## src/rtl/instr_fetch_unit_if.sv

```systemverilog
// Instruction memory read port: one word request at a time over a req/ack
// handshake. The fetch unit drives the request side through the master modport.
interface instr_fetch_unit_if;
    logic        imem_req;
    logic [31:0] imem_addr;
    logic        imem_ack;
    logic [31:0] imem_rdata;

    modport master (output imem_req, output imem_addr, input imem_ack, input imem_rdata);
    modport slave  (input imem_req, input imem_addr, output imem_ack, output imem_rdata);
endinterface

```

## src/rtl/instr_fetch_unit.sv

```systemverilog
// Instruction fetch stage: holds the fetch PC and issues single outstanding
// word reads. A small prefetch FIFO feeds the classifier. Redirects flush
// the FIFO and drop any in-flight word.
module instr_fetch_unit #(
    parameter logic [31:0] RESET_PC   = 32'h0000_0000,
    parameter int          FIFO_DEPTH = 2
) (
    input  logic                clk,
    input  logic                rst,
    instr_fetch_unit_if.master  imem,
    input  logic                redirect_valid,
    input  logic [31:0]         redirect_pc,
    input  logic                stall,
    output logic                instr_valid,
    output logic [31:0]         instruction,
    output logic [31:0]         instr_pc
);
    localparam int CW = $clog2(FIFO_DEPTH + 1);

    typedef enum logic [1:0] {IDLE, REQ, DISCARD} state_e;

    typedef struct packed {
        logic [31:0] pc;
        logic [31:0] word;
    } entry_t;

    state_e          state_q, state_d;
    logic [31:0]     fetch_pc_q, fetch_pc_d;
    logic            req_q, req_d;
    logic [31:0]     addr_q, addr_d;
    logic [CW-1:0]   count_q, count_d;
    entry_t          fifo_q [FIFO_DEPTH];
    entry_t          fifo_d [FIFO_DEPTH];

    logic            ack;
    logic            push;
    logic            pop;
    logic [CW-1:0]   count_after;
    logic            can_issue;
    logic [31:0]     redirect_pc_al;
    logic            unused_pc_lsb;

    // An ack only counts while a request is actually presented; stale acks
    // after reset or between requests are ignored.
    assign ack            = imem.imem_ack & req_q;
    assign pop            = (count_q != '0) & ~stall;
    // Redirect flushes, so a word acked in the same cycle is never kept.
    assign push           = (state_q == REQ) & ack & ~redirect_valid;
    assign count_after    = count_q + CW'(push) - CW'(pop);
    // count_after already includes the word landing this cycle, so a new
    // request is allowed only if a slot remains for it.
    assign can_issue      = count_after < CW'(FIFO_DEPTH);
    assign redirect_pc_al = {redirect_pc[31:2], 2'b00};
    assign unused_pc_lsb  = &{1'b0, redirect_pc[1:0]};

    assign imem.imem_req  = req_q;
    assign imem.imem_addr = addr_q;
    assign instr_valid    = (count_q != '0);
    assign instruction    = fifo_q[0].word;
    assign instr_pc       = fifo_q[0].pc;

    // Fetch control: next state, PC and registered request outputs.
    always_comb begin
        state_d    = state_q;
        fetch_pc_d = fetch_pc_q;
        req_d      = req_q;
        addr_d     = addr_q;
        case (state_q)
            IDLE: begin
                if (redirect_valid) begin
                    fetch_pc_d = redirect_pc_al;
                end else if (can_issue) begin
                    state_d = REQ;
                    req_d   = 1'b1;
                    addr_d  = fetch_pc_q;
                end
            end
            REQ: begin
                if (redirect_valid) begin
                    fetch_pc_d = redirect_pc_al;
                    if (ack) begin
                        state_d = IDLE;
                        req_d   = 1'b0;
                    end else begin
                        // Request must stay up with its old address until acked.
                        state_d = DISCARD;
                    end
                end else if (ack) begin
                    fetch_pc_d = fetch_pc_q + 32'd4;
                    if (can_issue) begin
                        addr_d = fetch_pc_q + 32'd4;
                    end else begin
                        state_d = IDLE;
                        req_d   = 1'b0;
                    end
                end
            end
            DISCARD: begin
                if (redirect_valid) fetch_pc_d = redirect_pc_al;
                if (ack) begin
                    state_d = IDLE;
                    req_d   = 1'b0;
                end
            end
            default: begin
                state_d = IDLE;
                req_d   = 1'b0;
            end
        endcase
    end

    // Prefetch FIFO as a shift queue so entry 0 is always the head register;
    // popping the last entry leaves it in place so outputs hold their value.
    always_comb begin
        fifo_d = fifo_q;
        if (pop && (count_q > CW'(1))) begin
            for (int i = 0; i < FIFO_DEPTH - 1; i++) fifo_d[i] = fifo_q[i + 1];
        end
        if (push) begin
            for (int i = 0; i < FIFO_DEPTH; i++) begin
                if (CW'(i) == (count_q - CW'(pop))) begin
                    fifo_d[i] = '{pc: fetch_pc_q, word: imem.imem_rdata};
                end
            end
        end
        count_d = redirect_valid ? '0 : count_after;
    end

    // State registers with synchronous reset.
    always_ff @(posedge clk) begin
        if (rst) begin
            state_q    <= IDLE;
            fetch_pc_q <= RESET_PC;
            req_q      <= 1'b0;
            addr_q     <= RESET_PC;
            count_q    <= '0;
            for (int i = 0; i < FIFO_DEPTH; i++) fifo_q[i] <= '0;
        end else begin
            state_q    <= state_d;
            fetch_pc_q <= fetch_pc_d;
            req_q      <= req_d;
            addr_q     <= addr_d;
            count_q    <= count_d;
            fifo_q     <= fifo_d;
        end
    end
endmodule

```

## src/flat_wrapper.sv

```systemverilog
// flat-port wrapper written by rule: the top's interface ports become plain ports
module instr_fetch_unit_flat 
#(
    parameter logic [31:0] RESET_PC   = 32'h0000_0000,
    parameter int          FIFO_DEPTH = 2
)
  (clk, rst, redirect_valid, redirect_pc, stall, instr_valid, instruction, instr_pc, imem_imem_req, imem_imem_addr, imem_imem_ack, imem_imem_rdata);
  instr_fetch_unit_if imem_i ();
  input  logic clk;
  input  logic rst;
  input  logic redirect_valid;
  input  logic [31:0] redirect_pc;
  input  logic stall;
  output logic instr_valid;
  output logic [31:0] instruction;
  output logic [31:0] instr_pc;
  output wire logic [$bits(imem_i.imem_req)-1:0] imem_imem_req;
  output wire logic [$bits(imem_i.imem_addr)-1:0] imem_imem_addr;
  input wire logic [$bits(imem_i.imem_ack)-1:0] imem_imem_ack;
  input wire logic [$bits(imem_i.imem_rdata)-1:0] imem_imem_rdata;
  assign imem_imem_req = imem_i.imem_req;
  assign imem_imem_addr = imem_i.imem_addr;
  assign imem_i.imem_ack = imem_imem_ack;
  assign imem_i.imem_rdata = imem_imem_rdata;
  instr_fetch_unit #(.RESET_PC(RESET_PC), .FIFO_DEPTH(FIFO_DEPTH)) u_core (.clk(clk), .rst(rst), .imem(imem_i), .redirect_valid(redirect_valid), .redirect_pc(redirect_pc), .stall(stall), .instr_valid(instr_valid), .instruction(instruction), .instr_pc(instr_pc));
endmodule
```

## config.mk

```make
export PLATFORM = sky130hd
export DESIGN_NAME = instr_fetch_unit_flat
export DESIGN_NICKNAME = d
export VERILOG_FILES = /design/src/rtl/instr_fetch_unit_if.sv /design/src/rtl/instr_fetch_unit.sv /design/src/flat_wrapper.sv
export SDC_FILE = /design/constraint.sdc
export NUM_CORES = 1
export LEC_CHECK = 0
export BUFFER_PORTS_ARGS = -buffer_cell sky130_fd_sc_hd__buf_2
export CAP_MARGIN = 10
export CORE_ASPECT_RATIO = 1.5
export CORE_MARGIN = 1.5
export CORE_UTILIZATION = 37
export CTS_BUF_LIST = sky130_fd_sc_hd__clkbuf_8
export CTS_CLUSTER_SIZE = 30
export DETAILED_ROUTE_END_ITERATION = 8
export GPL_ROUTABILITY_DRIVEN = 0
export PLACE_DENSITY = 0.57
export SYNTH_ARGS = -nofsm -noshare
export SYNTH_HDL_FRONTEND = slang
export SYNTH_SLANG_ARGS = --single-unit
export TNS_END_PERCENT = 10
```

## constraint.sdc

```tcl
create_clock -name clk -period 3.3 [get_ports clk]
set_input_delay 0.66 -clock clk [delete_from_list [all_inputs] [get_ports clk]]
set_output_delay 0.66 -clock clk [all_outputs]
set_load 0.03 [all_outputs]
```

==> key figures, run 1 <==
Status
  • Status: finished clean

STA
  • Final-report max-slew violation count: 0
  • Setup ws final: 0.300 ns
  • Fmax: ~330 MHz
  • Worst Max-Slew Pin Slew: around 0.8 ns
  • Tmin final: around 3.0 ns
  • Post-route setup TNS: 0 ns
  • Final Setup Violations: 0
  • Fin. Hold Viols: 0
  • Skew final: 0.0132 ns
  • Slew HR: between 40% and 50%
  • Final worst-path cycle share: 90.9%
  • RSZ-0062 raised after global routing: false

Route
  • Post-route ant nets: 0
  • DRC: 0
  • Routed len/inst: about 17 µm
  • Vias/cell: between 5 and 6
  • WL final: between 20 and 30 mm
  • Initial DRT Pass Iterations: 6
  • Vias: between 7,000 and 8,000
  • DR iter-0 viols: roughly 480

Critical path
  • R2R Setup Slk: between 0.3 and 0.4 ns
  • CP max FO: 54
  • Critical Path Most Common Cell: ha_1
  • Crit-path leading delay family: simple AND/OR/NAND/NOR gates
  • Reg2reg end: u_core.imem.imem_addr[4]$_SDFFE_PP0P_
  • Slowest-stage cell, CP: xor3_1
  • CP cell instances: or2_2 > nor2b_1 > ha_1 > inv_1 > ha_1 > xor3_1 > or3_1 > a21oi_4 > buf_12 > nor2_1 > a211oi_1
  • CP Launch Type: flip-flop
  • Worst path bufs/invs: 2
  • Beginning of the worst register-to-register path: u_core.count_q[1]$_SDFF_PP0_
  • CP Capture Type: flip-flop
  • Arrival time worst endpoint: ~3.4 ns
  • WP data required: between 3 and 4 ns
  • Worst path max stage delay: a little over 0.4 ns
  • Setup CP Type: flip-flop to flip-flop
  • Depth of the worst register-to-register path: 11

Cells and area
  • Fill cells: approximately 2,600
  • Layout cells sized above 1: approximately a fifth
  • Area delta synth->final: 10.2%
  • Layout net count: about 1,200
  • Multi-input combinational cell area: between 0.004 and 0.005 mm²
  • Finished Layout Cells: 1,500
  • FF/Latch Area: ~0.0038 mm²

GRT
  • GRT Residual Overflow: 0
  • Most Crowded Layer GR: met2
  • Largest net degree at the start of global routing: between 90 and 100
  • Number of global-route vias before repair: 7,065
  • Antenna violations before repair: 1
  • Met2 track demand over resource: a little over a third
  • GR Util All Layers: between 10% and 20%
  • GR Util met1: between 20% and 30%
  • First-pass GRT wire length: between 30 and 40 mm
  • Global-route met3 utilization: roughly 3.5%

Pwr
  • Leak pwr: roughly 0.0043 µW
  • Max VDD drop: between 0.2 and 0.25 mV
  • Sw Ratio: 27.4%
  • Int Power: between 3000 and 4000 µW
  • Sequential share of power: between 50% and 60%
  • Sw Pwr: about 1300 µW
  • Power per cell area: approximately 450 mW/mm²
  • Gate power share: about a tenth
  • Clock share of power: 36.6%
  • Power Total: 4670 µW

Min path
  • Hold path endpoint: u_core.fifo_q[31]$_SDFFE_PP0P_
  • Hold crit path type: input pin to flip-flop
  • Worst Hold Depth: 3
  • Hold path start: imem_imem_rdata[31]

Clocking
  • Worst-path clk slew: roughly 0.10 ns
  • Post-CTS resize count: 0
  • Clk_lat worst skew: about 0.48 ns
  • # hold bufs at CTS: 0
  • CTS Buf Count: 17
  • Clock Tree Buf Depth: 2
  • Clock sink count: about 190
  • CTS tree: built
  • H-Tree Depth: 4
  • Post-CTS Setup Bufs: 0
  • Root Buffer: clkbuf_8

Floorplanning
  • Die Area: about 0.026 mm²
  • Num rows: 71
  • Initial Utilization: 37.4%
  • I/O pins: approximately 170
  • Die height: about 200 µm
  • CORE AREA: roughly 0.025 mm²
  • Chip width: 133 µm

Synth
  • Synth unique cells: 64
  • Top cells by area, synth: dfxtp_1 41%, a211oi_1 7.1%, mux2i_1 7.0%
  • Post-synthesis register bit count: ~190
  • Synth Instances: between 1,000 and 1,500
  • Post-synthesis cell area: roughly 0.0093 mm²
  • Top cell type's share of synthesized area: around 41%
  • Sequential cell area fraction in the yosys report: between 40 and 50%
  • Cell taking the most area after synthesis: dfxtp_1
  • Async set-reset flop share out of synthesis: 0%
  • Yosys warning count: 0
  • Syn Area/Cell: 8.28 µm²
  • EDFF count, synth: 0
  • Synth Flop Type: dfxtp_1

Job
  • Total of max-cap violations: 0

Place
  • Detail Placement HPWL: around 17 mm
  • Number of instances in the placed design: ~1,500
  • Port bufs: approximately 160
  • Post-Place Worst Slack: roughly 0.11 ns
## power by group through the flow
stage | registers (µW) | logic (µW) | clock network, µW
floorplan | 2530 | 320 | 0
global placement | 2530 | 491 | 0
detailed placement | 2530 | 496 | 0
CTS | 2470 | 498 | 1770
global route | 2480 | 539 | 1850
finish | 2470 | 492 | 1710
## Yosys cell counts (5+ instances only)
master	instances
nor4_1	6
dfxtp_1	191
a31oi_1	8
a21oi_1	91
and3_1	7
nor3_1	17
a222oi_1	5
clkbuf_1	71
buf_4	69
a311oi_1	6
nand2_1	163
nand3_1	14
nor2_1	122
mux2i_1	65
o21ai_0	27
inv_1	5
xor2_1	6
xnor2_1	23
nor2b_1	9
nand4_1	12
and2_1	6
buf_2	32
a211oi_1	88
## stage by stage
stage,utilization [%],area (µm²),hold slack (ns)
3_3_place_gp,39.4,9840,0.442
6_report,41.2,10300,0.420
2_1_floorplan,-,9330,0.436
3_5_place_dp,39.4,9840,0.447
4_1_cts,41.2,10300,0.375
5_1_grt,41.2,10300,0.387
## tightest hold or removal path, stage by stage
cell     delay [ns]
buf_2          0.11
nand2_1        0.05
a21oi_1        0.05
## worst max-delay path by stage
stage | startpoint | end | cells past startpoint
2_1_floorplan | u_core.count_q[1]$_SDFF_PP0_ | u_core.imem.imem_addr[20]$_SDFFE_PP0P_ | 12
3_5_place_dp | imem_imem_ack | u_core.imem.imem_addr[4]$_SDFFE_PP0P_ | 11
5_1_grt | u_core.count_q[1]$_SDFF_PP0_ | u_core.imem.imem_addr[3]$_SDFFE_PP0P_ | 11
4_1_cts | u_core.count_q[1]$_SDFF_PP0_ | u_core.imem.imem_addr[4]$_SDFFE_PP0P_ | 11
3_3_place_gp | imem_imem_ack | u_core.imem.imem_addr[15]$_SDFFE_PP0P_ | 11
6_report | u_core.count_q[1]$_SDFF_PP0_ | u_core.imem.imem_addr[4]$_SDFFE_PP0P_ | 11
## final cells by class
class / count / share of cell area (%)
clock inverters: 13 / 1.80
diodes: 1 / 0.0244
multi-input cells: 756 / 44.3
well taps: 328 / 3.99
repair buffers: 187 / 10.0
inverters: 6 / 0.219
clock buffers: 18 / 2.41
flip-flops and latches: 191 / 37.2
## sequential cells by signal, summed over array words and instances, names as in the netlist
signal / flops
u_core.fifo_q: 62
u_core.state_q: 2
u_core.count_q: 2
u_core.instruction: 32
u_core.imem.imem_req: 1
u_core.fetch_pc_q: 30
u_core.instr_pc: 32
u_core.imem.imem_addr: 30
## metal layers
layer,vias to the layer above,part of all wire (%)
met5,-,0
met1,3694,41
met2,169,53
met3,20,4.0
met4,0,1.4
li1,3929,-
## placed cells by master, fill, tap and decap left out, types with 8 or more instances in the layout
| cell | netlist | layout |
|---|---|---|
| nand4_1 | 12 | 12 |
| nor3_1 | 17 | 17 |
| a31oi_1 | 8 | 8 |
| buf_4 | 69 | 23 |
| nand3_1 | 14 | 13 |
| o21ai_0 | 27 | 27 |
| nand2_1 | 163 | 163 |
| a211oi_1 | 88 | 88 |
| clkbuf_8 | 0 | 18 |
| buf_2 | 32 | 161 |
| nor2b_1 | 9 | 9 |
| a21oi_1 | 91 | 90 |
| xnor2_1 | 23 | 23 |
| mux2i_1 | 65 | 65 |
| dfxtp_1 | 191 | 191 |
| nor2_1 | 122 | 122 |
## cells by family after synthesis
group,count (synthesis),share of synthesized area [%]
mux,65,6.98
fa+ha+maj,3,0.402
simple gates,400,20.0
flops,191,41.0
buf+inv,181,10.6
xor+xnor,30,2.98
other cells,1,0.0402
compound gates,256,18.0
Power figures use the tool's default switching activity.
==> inputs of run 2 (changes only) <==
--- a/config.mk
+++ b/config.mk
@@ -15,6 +15,7 @@
 export DETAILED_ROUTE_END_ITERATION = 8
 export GPL_ROUTABILITY_DRIVEN = 0
 export PLACE_DENSITY = 0.57
+export REMOVE_ABC_BUFFERS = 1
 export SYNTH_ARGS = -nofsm -noshare
 export SYNTH_HDL_FRONTEND = slang
 export SYNTH_SLANG_ARGS = --single-unit
==> key figures, run 2 (same netlist as run 1, synthesis figures left out) <==
Critical path
  • CP Launch Type: flip-flop
  • Worst path max stage delay: 0.40 ns (about the same)
  • CP Capture Type: flip-flop
  • Beginning of the worst register-to-register path: u_core.count_q[1]$_SDFF_PP0_
  • Crit. Startpoint: u_core.count_q[1]$_SDFF_PP0_
  • Arrival time worst endpoint: 3.46 ns (+0.07 ns)
  • Setup CP Type: flip-flop to flip-flop
  • CP cell instances: or2_2 > nor2b_1 > ha_1 > inv_1 > ha_1 > xor3_1 > or3_1 > a21oi_4 > buf_12 > nor2_1 > a311oi_1
  • R2R Setup Slk: 0.22 ns (-0.08 ns)
  • Critical Path Most Common Cell: ha_1
  • WP data required: 3.69 ns (about the same)
  • CP max FO: 40 (-26%)
  • Slowest-stage cell, CP: xor3_1

Floorplanning
  • Num rows: 71 (unchanged)
  • Chip width: 133 µm (unchanged)
  • I/O pins: 167 (unchanged)
  • CORE AREA: 0.0250 mm² (unchanged)
  • Die height: 197 µm (unchanged)
  • Die Area: 0.0262 mm² (unchanged)
  • Initial Utilization: 37.4% (unchanged)

Route
  • DR iter-0 viols: 496 (+4.2%)
  • Initial DRT Pass Iterations: 6 (unchanged)
  • Routed len/inst: 16.6 µm (-1.6%)
  • DRC: 0 (unchanged)
  • WL final: 24.9 mm (-1.8%)
  • Post-route ant nets: 0 (unchanged)
  • Vias/cell: 5.24 (+0.59%)
  • Vias: 7,842 (+0.38%)

Cells and area
  • Commonest non-fill, non-tap cells in the layout: 191 x dfxtp_1, 163 x nand2_1, 161 x buf_2
  • Layout net count: 1,228 (-0.24%)
  • Layout Utilization: 41.0% (-0.19 points)
  • Ant diodes: 0 (-1)
  • Finished Layout Cells: 1,497 (-0.20%)
  • Layout cells sized above 1: 20.3% (-0.39 points)
  • Top reg by flops: u_core.fifo_q
  • Most common cell after layout, fill and taps aside: dfxtp_1
  • Area delta synth->final: 9.66%
  • Max FFs per register: 62 (unchanged)

Clocking
  • Post-CTS resize count: 0 (unchanged)
  • Post-CTS Setup Bufs: 0 (unchanged)
  • Worst-path clk slew: 0.10 ns (about the same)
  • # hold bufs at CTS: 0 (unchanged)
  • Clock sink count: 191 (unchanged)
  • Clock Tree Buf Depth: 2 (unchanged)
  • CTS Buf Count: 17 (unchanged)
  • CTS tree: built
  • Root Buffer: clkbuf_8
  • H-Tree Depth: 4 (unchanged)
  • Clk_lat worst skew: 0.48 ns (about the same)

Pwr
  • Max VDD drop: 0.293 mV (+28%)
  • Sw Pwr: 1240 µW (-3.0%)
  • Gate power share: 11.0% (+0.5 points)
  • Leak pwr: 0.00429 µW (-0.29%)
  • Power per cell area: 437 mW/mm² (-3.9%)
  • Clock share of power: 33.8% (-2.8 points)
  • Power Total: 4470 µW (-4.3%)
  • Sequential share of power: 55.2% (+2.3 points)
  • Sw Ratio: 27.8% (+0.39 points)
  • Int Power: 3230 µW (-4.8%)

Place
  • Detail Placement HPWL: 16.4 mm (-6.4%)
  • Number of instances in the placed design: 1,465 (-0.20%)
  • Port bufs: 162 (unchanged)

GRT
  • Number of global-route vias before repair: 7,311 (+3.5%)
  • Antenna violations before repair: 0 (-1)
  • GRT Residual Overflow: 0 (unchanged)
  • GR Util All Layers: 19.0% (-0.32 points)
  • First-pass GRT wire length: 39.2 mm (-0.49%)
  • Largest net degree at the start of global routing: 97 (+1.0%)

Job
  • Total of max-cap violations: 0 (unchanged)

STA
  • Final Setup Violations: 0 (unchanged)
  • Worst Max-Slew Pin Slew: 0.823 ns (+0.000105 ns)
  • Fmax: 325 MHz (-2.5%)
  • Slew HR: 45.2% (about the same)
  • Final worst-path cycle share: 93.2% (+2.3 points)
  • RSZ-0062 raised after global routing: false
  • Skew final: 0.0117 ns (-0.00144 ns)
  • Fin. Hold Viols: 0 (unchanged)
  • Tmin final: 3.08 ns (+0.0764 ns)
  • Final-report max-slew violation count: 0 (unchanged)

Min path
  • Hold crit path type: input pin to flip-flop
  • Hold path start: imem_imem_ack

Status
  • Status: finished clean
-- run 2: area by class of cell --
cell class	count	area (µm²)
Tap cell	328	410
Inverter	6	22.5
Timing Repair Buffer	184	1040
Clock inverter	14	126
Clock buffer	18	248
Fill cell	2583	14700
Multi-Input combinational cell	756	4550
Sequential cell	191	3820
-- run 2: routing by layer --
metal	vias up	global-route usage (%)	routed length (µm)
met4	0	6.59	471
li1	3929	-	-
met2	192	34.7	12800
met1	3694	22.3	10600
met5	-	0	0
met3	27	3.16	1030
-- run 2: worst max-delay path: cells and delay by family (launching register included) --
family / cells / cell delay [ns]
simple gates: 4 / 0.91
fa+ha+maj: 2 / 0.53
compound gates: 2 / 0.44
xor+xnor: 1 / 0.40
flops: 1 / 0.38
buf+inv: 2 / 0.32
-- run 2: metrics by stage --
step	instance area (µm²)	hold slack (ns)	worst slack (ns)	setup TNS, ns
after floorplan	8370	0.430	-1.90	-61.93
after global placement	9850	0.441	0.181	0
after CTS	10200	0.359	0.198	0
after global routing	10200	0.396	0.00909	0
after detailed placement	9850	0.446	0.150	0
final	10200	0.406	0.224	0
-- run 2: power groups by stage --
stage                     Clock (µW)  Combinational [µW]  Sequential, µW
after floorplan                    0                 195            2580
after global placement             0                 491            2520
after detailed placement           0                 494            2520
after CTS                       1580                 496            2470
after global routing            1650                 537            2480
final                           1510                 492            2470
-- run 2: final timing paths --
kind | depth (start not counted) | to
max | 11 | u_core.imem.imem_addr[15]$_SDFFE_PP0P_
max reg2reg | 11 | u_core.imem.imem_addr[15]$_SDFFE_PP0P_
min reg2reg | 2 | u_core.fifo_q[29]$_SDFFE_PP0P_
min | 2 | u_core.state_q[1]$_SDFFE_PP0P_
==> inputs of run 3 (changes only) <==
==> constraint.sdc (replaced) <==
create_clock -name clk -period 3.3 [get_ports clk]
set_input_delay 0.33 -clock clk [delete_from_list [all_inputs] [get_ports clk]]
set_output_delay 0.33 -clock clk [all_outputs]
set_load 0.03 [all_outputs]
==> key figures, run 3 (same netlist as run 1, synthesis figures left out) <==
Status
  • Status: finished clean

Clocking
  • Root Buffer: clkbuf_8
  • # hold bufs at CTS: 0 (unchanged)
  • CTS Buf Count: 17 (unchanged)
  • Worst-path clk slew: 0.09 ns (about the same)
  • Clk_lat worst skew: 0.47 ns (about the same)
  • H-Tree Depth: 4 (unchanged)
  • Clock sink count: 191 (unchanged)
  • CTS tree: built
  • Clock Tree Buf Depth: 2 (unchanged)

STA
  • Final-report max-slew violation count: 0 (unchanged)
  • Final Setup Violations: 0 (unchanged)
  • Post-route setup TNS: 0 ns (unchanged)
  • RSZ-0062 raised after global routing: false
  • Fin. Hold Viols: 0 (unchanged)
  • Slew HR: 38.9% (-6.2 points)
  • Fmax: 322 MHz (-0.88%)
  • Final worst-path cycle share: 94.0% (+0.83 points)
  • Worst Max-Slew Pin Slew: 0.916 ns (+0.0937 ns)
  • Skew final: 0.0144 ns (+0.00266 ns)
  • Tmin final: 3.10 ns (+0.0274 ns)

Place
  • Number of instances in the placed design: 1,461 (-0.27%)
  • Detail Placement HPWL: 16.3 mm (-0.58%)
  • Port bufs: 162 (unchanged)
  • Post-Place Cell Area: 0.00984 mm² (-0.18%)

GRT
  • Antenna violations before repair: 0 (unchanged)
  • Largest net degree at the start of global routing: 89 (-8.2%)
  • First-pass GRT wire length: 39.4 mm (+0.39%)
  • GR Util All Layers: 19.0% (+0.057 points)
  • GRT Residual Overflow: 0 (unchanged)
  • Number of global-route vias before repair: 7,244 (-0.92%)

Critical path
  • CP Launch Type: flip-flop
  • Slowest-stage cell, CP: xor3_1
  • Setup CP Type: flip-flop to flip-flop
  • Arrival time worst endpoint: 3.48 ns (+0.02 ns)
  • Depth of the worst register-to-register path: 11 (unchanged)
  • Critical Path Most Common Cell: ha_1
  • R2R Setup Slk: 0.20 ns (-0.03 ns)
  • Crit-path leading delay family: simple AND/OR/NAND/NOR gates
  • Worst path max stage delay: 0.40 ns (about the same)
  • Worst path bufs/invs: 2 (unchanged)
  • WP data required: 3.67 ns (-0.02 ns)
  • CP max FO: 28 (-30%)
  • CP Capture Type: flip-flop
  • Critical Path Stages: 11 (unchanged)
  • CP cell instances: or2_2 > nor2b_1 > ha_1 > inv_1 > ha_1 > xor3_1 > or3_1 > a21oi_4 > buf_12 > nor2_1 > a22o_1

Floorplanning
  • Die Area: 0.0262 mm² (unchanged)
  • Initial Utilization: 37.4% (unchanged)
  • I/O pins: 167 (unchanged)
  • Num rows: 71 (unchanged)
  • Chip width: 133 µm (unchanged)
  • Die height: 197 µm (unchanged)
  • CORE AREA: 0.0250 mm² (unchanged)

Cells and area
  • Layout cells sized above 1: 20.0% (-0.26 points)
  • Commonest non-fill, non-tap cells in the layout: 191 x dfxtp_1, 163 x nand2_1, 161 x buf_2
  • Max FFs per register: 62 (unchanged)
  • Finished Layout Cells: 1,492 (-0.33%)
  • Top reg by flops: u_core.fifo_q
  • Layout net count: 1,226 (-0.16%)
  • Multi-input combinational cell area: 0.00455 mm² (unchanged)
  • Area delta synth->final: 10.8%
  • Fin area: 0.0103 mm² (+1.0%)
  • Ant diodes: 0 (unchanged)
  • Most common cell after layout, fill and taps aside: dfxtp_1
  • Fill cells: 2,527 (-2.2%)
  • FF/Latch Area: 0.00382 mm² (unchanged)
  • Layout Utilization: 41.4% (+0.42 points)

Route
  • Vias/cell: 5.28 (+0.85%)
  • Vias: 7,882 (+0.51%)
  • Post-route ant nets: 0 (unchanged)
  • WL final: 25.4 mm (+2.0%)
  • Initial DRT Pass Iterations: 5 (-1)
  • Routed len/inst: 17.0 µm (+2.3%)
  • DR iter-0 viols: 468 (-5.6%)
  • DRC: 0 (unchanged)

Pwr
  • Power per cell area: 459 mW/mm² (+5.1%)
  • Max VDD drop: 0.262 mV (-11%)
  • Leak pwr: 0.00433 µW (+0.89%)
  • Power Total: 4750 µW (+6.2%)

Min path
  • Worst Hold Depth: 2 (unchanged)
  • Hold crit path type: input pin to flip-flop

Job
  • Total of max-cap violations: 0 (unchanged)
-- run 3: cell types whose count changed in the layout (fill, tap and decap cells not counted) --
cell        change
buf_4           -5
clkinv_2        -5
bufinv_16       +3
clkbuf_8        +3
buf_12          +2
clkbuf_16       +1
clkinv_4        -1
clkinvlp_4      -1
inv_1           -1
inv_6           -1
-- run 3: area by class of cell --
class                      instances  share of cell area (%)
clock buffer                      21                    2.80
clock inverter                     8                    1.57
inverter                           6                   0.218
multi-input combinational        756                    44.1
sequential                       191                    37.0
tap                              328                    3.97
timing repair buffer             182                    10.4
-- run 3: final timing paths --
kind                                                     start                                     end
worst max-delay path              u_core.count_q[1]$_SDFF_PP0_  u_core.imem.imem_addr[29]$_SDFFE_PP0P_
worst max register to register    u_core.count_q[1]$_SDFF_PP0_  u_core.imem.imem_addr[29]$_SDFFE_PP0P_
worst min register to register  u_core.fifo_q[10]$_SDFFE_PP0P_          u_core.fifo_q[10]$_SDFFE_PP0P_
worst min-delay path                             imem_imem_ack          u_core.state_q[1]$_SDFFE_PP0P_
-- run 3: timing repair --
item | CTS | global route
hold endpoints to repair | 0 | 0
buffers inserted | 0 | 1
endpoints found under the setup margin | 0 | 3
gates resized for setup | 0 | 0
-- run 3: power by group --
group	internal (µW)	total (µW)	leakage (µW)	switching [µW]
Clock	965	1780	0.000236	810
Combinational	181	507	0.00255	325
Sequential	2370	2470	0.00155	92.0
-- run 3: routing by layer --
metal  vias to the layer above  track usage, %  wire length (µm)
met1                      3713            23.2             11000
met2                       217            33.7             13000
met5                         -               0                 0
met4                         0            6.84               523
met3                        34            3.16               962
li1                       3918               -                 -
-- run 3: metrics by stage --
stage,setup slack [ns],hold WS [ns]
final,0.196,0.0987
after global routing,0.0159,0.0669
after CTS,0.147,0.0549
after detailed placement,0.186,0.446
after global placement,0.223,0.441
after floorplan,-1.90,0.395
